**src/rtl/id_exe_reg.sv**
```systemverilog
// ID/EXE pipeline register: loads decode fields, holds on freeze, bubbles on flush or invalid input.
// Optional performance counters (stall/bubble) are built when ID_EXE_PERF_EN is defined.
module id_exe_reg #(
  parameter int WORD_LEN     = 32,
  parameter int EXE_CMD_LEN  = 4,
  parameter int REG_ADDR_LEN = 5
) (
  input  logic                    clk,
  input  logic                    rst,
  input  logic                    freeze,
  input  logic                    flush,
  input  logic                    in_valid,
  input  logic                    in_wb_en,
  input  logic                    in_mem_r_en,
  input  logic                    in_mem_w_en,
  input  logic [EXE_CMD_LEN-1:0]  in_exe_cmd,
  input  logic [REG_ADDR_LEN-1:0] in_dest,
  input  logic [REG_ADDR_LEN-1:0] in_src1,
  input  logic [REG_ADDR_LEN-1:0] in_src2,
  input  logic [WORD_LEN-1:0]     in_val1,
  input  logic [WORD_LEN-1:0]     in_val2,
  input  logic [WORD_LEN-1:0]     in_st_val,
  input  logic [WORD_LEN-1:0]     in_pc,
  output logic                    out_valid,
  output logic                    out_wb_en,
  output logic                    out_mem_r_en,
  output logic                    out_mem_w_en,
  output logic [EXE_CMD_LEN-1:0]  out_exe_cmd,
  output logic [REG_ADDR_LEN-1:0] out_dest,
  output logic [REG_ADDR_LEN-1:0] out_src1,
  output logic [REG_ADDR_LEN-1:0] out_src2,
  output logic [WORD_LEN-1:0]     out_val1,
  output logic [WORD_LEN-1:0]     out_val2,
  output logic [WORD_LEN-1:0]     out_st_val,
  output logic [WORD_LEN-1:0]     out_pc
`ifdef ID_EXE_PERF_EN
  ,
  input  logic                    perf_clr,
  output logic [15:0]             stall_cnt,
  output logic [15:0]             bubble_cnt
`endif
);

  typedef struct packed {
    logic                    valid;
    logic                    wb_en;
    logic                    mem_r_en;
    logic                    mem_w_en;
    logic [EXE_CMD_LEN-1:0]  exe_cmd;
    logic [REG_ADDR_LEN-1:0] dest;
    logic [REG_ADDR_LEN-1:0] src1;
    logic [REG_ADDR_LEN-1:0] src2;
    logic [WORD_LEN-1:0]     val1;
    logic [WORD_LEN-1:0]     val2;
    logic [WORD_LEN-1:0]     st_val;
    logic [WORD_LEN-1:0]     pc;
  } stage_t;

  stage_t in_s, stage_d, stage_q;

  always_comb begin
    in_s          = '0;
    in_s.valid    = 1'b1;
    in_s.wb_en    = in_wb_en;
    in_s.mem_r_en = in_mem_r_en;
    in_s.mem_w_en = in_mem_w_en;
    in_s.exe_cmd  = in_exe_cmd;
    in_s.dest     = in_dest;
    in_s.src1     = in_src1;
    in_s.src2     = in_src2;
    in_s.val1     = in_val1;
    in_s.val2     = in_val2;
    in_s.st_val   = in_st_val;
    in_s.pc       = in_pc;
  end

  // A bubble is the all-zero stage, so side-effect enables can never leak without valid.
  always_comb begin
    stage_d = stage_q;
    if (flush)        stage_d = '0;
    else if (!freeze) stage_d = in_valid ? in_s : '0;
  end

  always_ff @(posedge clk or posedge rst) begin
    if (rst) stage_q <= '0;
    else     stage_q <= stage_d;
  end

  assign out_valid    = stage_q.valid;
  assign out_wb_en    = stage_q.wb_en;
  assign out_mem_r_en = stage_q.mem_r_en;
  assign out_mem_w_en = stage_q.mem_w_en;
  assign out_exe_cmd  = stage_q.exe_cmd;
  assign out_dest     = stage_q.dest;
  assign out_src1     = stage_q.src1;
  assign out_src2     = stage_q.src2;
  assign out_val1     = stage_q.val1;
  assign out_val2     = stage_q.val2;
  assign out_st_val   = stage_q.st_val;
  assign out_pc       = stage_q.pc;

`ifdef ID_EXE_PERF_EN
  logic [15:0] stall_cnt_d, stall_cnt_q, bubble_cnt_d, bubble_cnt_q;
  logic        stall_ev, bubble_ev;

  assign stall_ev  = freeze & ~flush;
  assign bubble_ev = flush | (~freeze & ~in_valid);

  always_comb begin
    stall_cnt_d  = stall_cnt_q;
    bubble_cnt_d = bubble_cnt_q;
    if (perf_clr) begin
      stall_cnt_d  = '0;
      bubble_cnt_d = '0;
    end else begin
      if (stall_ev && stall_cnt_q != 16'hFFFF)   stall_cnt_d  = stall_cnt_q + 16'd1;
      if (bubble_ev && bubble_cnt_q != 16'hFFFF) bubble_cnt_d = bubble_cnt_q + 16'd1;
    end
  end

  always_ff @(posedge clk or posedge rst) begin
    if (rst) begin
      stall_cnt_q  <= '0;
      bubble_cnt_q <= '0;
    end else begin
      stall_cnt_q  <= stall_cnt_d;
      bubble_cnt_q <= bubble_cnt_d;
    end
  end

  assign stall_cnt  = stall_cnt_q;
  assign bubble_cnt = bubble_cnt_q;
`endif

endmodule

```
**config.mk**
```make
export PLATFORM = sky130hd
export DESIGN_NAME = id_exe_reg
export DESIGN_NICKNAME = d
export VERILOG_FILES = /design/src/rtl/id_exe_reg.sv
export SDC_FILE = /design/constraint.sdc
export NUM_CORES = 1
export LEC_CHECK = 0
export BUFFER_PORTS_ARGS = -buffer_cell sky130_fd_sc_hd__clkbuf_2
export CORE_AREA = 2 2 119 121
export DETAILED_ROUTE_END_ITERATION = 8
export DIE_AREA = 0 0 121 123
export GPL_ROUTABILITY_DRIVEN = 0
export PLACE_DENSITY = 0.9
export SETUP_SLACK_MARGIN = 0.15
export SYNTH_ARGS = -nofsm -noshare
export SYNTH_HDL_FRONTEND = slang
export SYNTH_SLANG_ARGS = --single-unit
```
**constraint.sdc**
```tcl
create_clock -name clk -period 4.95 [get_ports clk]
set_clock_uncertainty 0.05 [all_clocks]
set_input_delay 0 -clock clk [delete_from_list [all_inputs] [get_ports clk]]
set_output_delay 0 -clock clk [all_outputs]
set_load 0.1 [all_outputs]
```
==> run_results.csv <==
group,metric,value,unit
global_route,grt_pass1_vias,6428,
place,hpwlAfterDp,10900,um
worst_setup_path,cp-end-kind,"flip-flop",
logic_synthesis,synthXorXnorAreaFrac,0,%
die,die_h,123,um
detailed_routing,drcViolationCount,0,
run_status,outcome,"complete, no violations",
worst_setup_path,r2r_cells,3,
sta,fin_crit_sh,34.8,%
worst_setup_path,critPathLaunchType,"primary input",
sta,fmax,581,MHz
logic_synthesis,synth_adder_area_share,0,%
global_route,antenna_found_initial,0,
worst_setup_path,arrival,1.96,ns
worst_hold_path,hp-start,"flush",
logic_synthesis,ys_warn_count,0,
sta,tightest_slew,1.23,ns
finish,num-fill-cells,795,
worst_setup_path,cp_max_fo,127,
sta,slew_headroom,17.8,%
die,io_pins,306,
detailed_routing,totalWireLength,21900,um
clock_network,clock_path_buffers,2,
clock_network,clock-root-buffer,"clkbuf_16",
worst_hold_path,whs_path_depth,3,
logic_synthesis,syn-num-nets,674,
detailed_routing,dr_total_vias,6354,
detailed_routing,post_drt_wl_per_cell,19.1,um
detailed_routing,ant_nets,0,
detailed_routing,vias_per_cell,5.53,
logic_synthesis,syn-cell-area,6120,um^2
finish,area_growth,61.5,%
die,initial_core_util,45.0,%
clock_network,post_cts_buffers,0,
sta,hold_viol_final,0,
clock_network,clock_latency,0.41,ns
worst_hold_path,hold_class,"primary input to flip-flop",
power,powerDensity,342,nW/um^2
die,rows,43,
clock_network,clock-sinks,151,
finish,diodes,0,
worst_setup_path,required,5.19,ns
finish,regArea,3780,um^2
power,ir_drop,0.238,mV
die,chipWidth,121,um
die,dieArea,14900,um^2
sta,grt_setup_unrepaired,"no",
worst_hold_path,hold_end,"out_valid",
sta,finalWorstSetupSlack,3.23,ns
worst_setup_path,r2r_slack,3.63,ns
detailed_routing,first_pass_iters,5,
logic_synthesis,yosysUniqueCellTypes,15,
finish,nets,1112,
clock_network,cts_tree,"built",
logic_synthesis,synth_compound_area_share,18.2,%
sta,setup_tns,0,ns
sta,final_max_slew_viol_count,0,
finish,drive_gt1_share,35.6,%
logic_synthesis,ys_ff_latch,151,
logic_synthesis,syn_area_per_cell,11.8,um^2
finish,postLayoutCoreUtil,72.7,%
logic_synthesis,seq_area_frac_synth,61.7,%
sta,setup_viol,0,
global_route,grt_pass1_wl,33000,um
place,post-place-ws,2.94,ns
clock_network,cts_buffers,17,
place,port_buffers,305,
worst_setup_path,r2r_end,"out_val1[12]",
logic_synthesis,synth_mux_area_share,0.163,%
power,p_leak,4.87,nW
worst_setup_path,cp-startpoint,"freeze",
worst_setup_path,regToRegStartpoint,"out_val1[12]",
sta,period_needed,1.72,ns
worst_setup_path,criticalPathCategory,"primary input to flip-flop",
detailed_routing,dr.first_iter.drc_count,635,
clock_network,clk_pin_slew,0.06,ns
logic_synthesis,synth-simple-area-share,14.5,%
global_route,grt-ovfl-total,0,
global_route,track_usage,28.8,%
logic_synthesis,synth_top_family_by_area,"compound AO/OA/AOI/OAI gates",
clock_network,htree_levels,4,
die,core,13600,um^2
logic_synthesis,synth_cells,519,
global_route,grt_max_degree,128,
finish,multiInputGateArea,2020,um^2
run,cap_viol_max_count,0,
==> Yosys cell counts <==
cell type    n  area share [%]
a21oi_1     77             6.3
a32o_1      73              12
buf_1        2            0.12
buf_2       19             1.6
buf_4        3            0.37
buf_6        9             1.7
clkbuf_1    25             1.5
dfrtp_1    151              62
inv_1        2            0.12
mux2i_1      1            0.16
nand2_1     77             4.7
nand3b_1    77             9.4
nor2_1       1           0.061
nor2b_1      1            0.10
nor2b_4      1            0.22
==> worst max-delay path by stage <==
| stage | to | slack [ns] | depth (start not counted) |
|---|---|---|---|
| floorplan | out_dest[0] | 0.84 | 1 |
| global placement | out_pc[23] | 2.94 | 5 |
| detailed placement | out_mem_w_en | 2.94 | 5 |
| CTS | out_src2[0] | 3.25 | 5 |
| global route | out_src2[0] | 3.05 | 5 |
| finish | out_val1[30] | 3.23 | 5 |
==> layout by cell type (no fill, tap or decap), types with 3 or more instances in the layout <==
| cell | netlist | layout |
|---|---|---|
| clkbuf_8 | 0 | 3 |
| a32o_1 | 73 | 73 |
| dlygate4sd3_1 | 0 | 166 |
| inv_6 | 0 | 3 |
| clkbuf_2 | 0 | 303 |
| clkbuf_16 | 0 | 17 |
| nand2_1 | 77 | 77 |
| buf_4 | 3 | 7 |
| nand3b_1 | 77 | 77 |
| dfrtp_1 | 151 | 151 |
| bufinv_16 | 0 | 3 |
| clkinvlp_4 | 0 | 4 |
| a21oi_1 | 77 | 77 |
==> area by class of cell <==
type	instances	area share, %
timing repair buffer	477	32.7
multi-input combinational	308	20.5
tap	180	2.28
clock inverter	10	1.44
clock buffer	21	4.76
inverter	2	0.127
sequential	151	38.2
==> cell families after synthesis <==
kind of cell,count (synthesis)
buffers and inverters,60
multiplexers,1
AO/OA/AOI/OAI,150
flip-flops,151
AND/OR/NAND/NOR,157
==> report_power, final <==
group | leakage [nW] | internal, mW | switching (mW)
clock network | 0.288 | 0.834 | 0.505
logic | 2.52 | 0.204 | 0.528
registers | 2.06 | 1.28 | 0.0297
==> registers in the layout (all words and copies together) (netlist names) <==
name          cells
out_mem_r_en      1
out_valid         1
out_val2         32
out_src2          5
out_wb_en         1
out_src1          5
out_pc           32
out_exe_cmd       4
out_mem_w_en      1
out_dest          5
out_st_val       32
out_val1         32
==> worst max-delay path, cell delays in order <==
cell and delay (ns):
buf_4 0.26, buf_4 0.76, nand3b_1 0.21, a21oi_1 0.08
dlygate4sd3_1 0.62
==> per-layer routing <==
metal	share of wire, %	up-vias	GRT usage [%]	wire (um)
met5	0	-	0	0
met4	4.0	0	15.1	885
met3	9.5	78	8.26	2080
met2	50	432	49.1	11000
met1	36	3064	32.9	7930
li1	-	2780	-	-
==> repair_timing <==
item | 4_1_cts | 5_1_grt
gates resized for setup | 0 | 0
hold buffers | 166 | 0
hold endpoints to repair | 258 | 0
==> through the flow <==
step | area (um^2) | instances | hold WS (ns) | total power, mW
4_1_cts | 9890 | 1149 | 0.224 | 3.38
3_5_place_dp | 7610 | 952 | 0.199 | 1.94
3_3_place_gp | 7610 | 952 | 0.195 | 1.94
2_1_floorplan | 6120 | 519 | 0.109 | 1.80
6_report | 9890 | 1149 | 0.254 | 3.38
5_1_grt | 9890 | 1149 | 0.269 | 3.49
No activity file was read; power rests on OpenSTA's default activity.
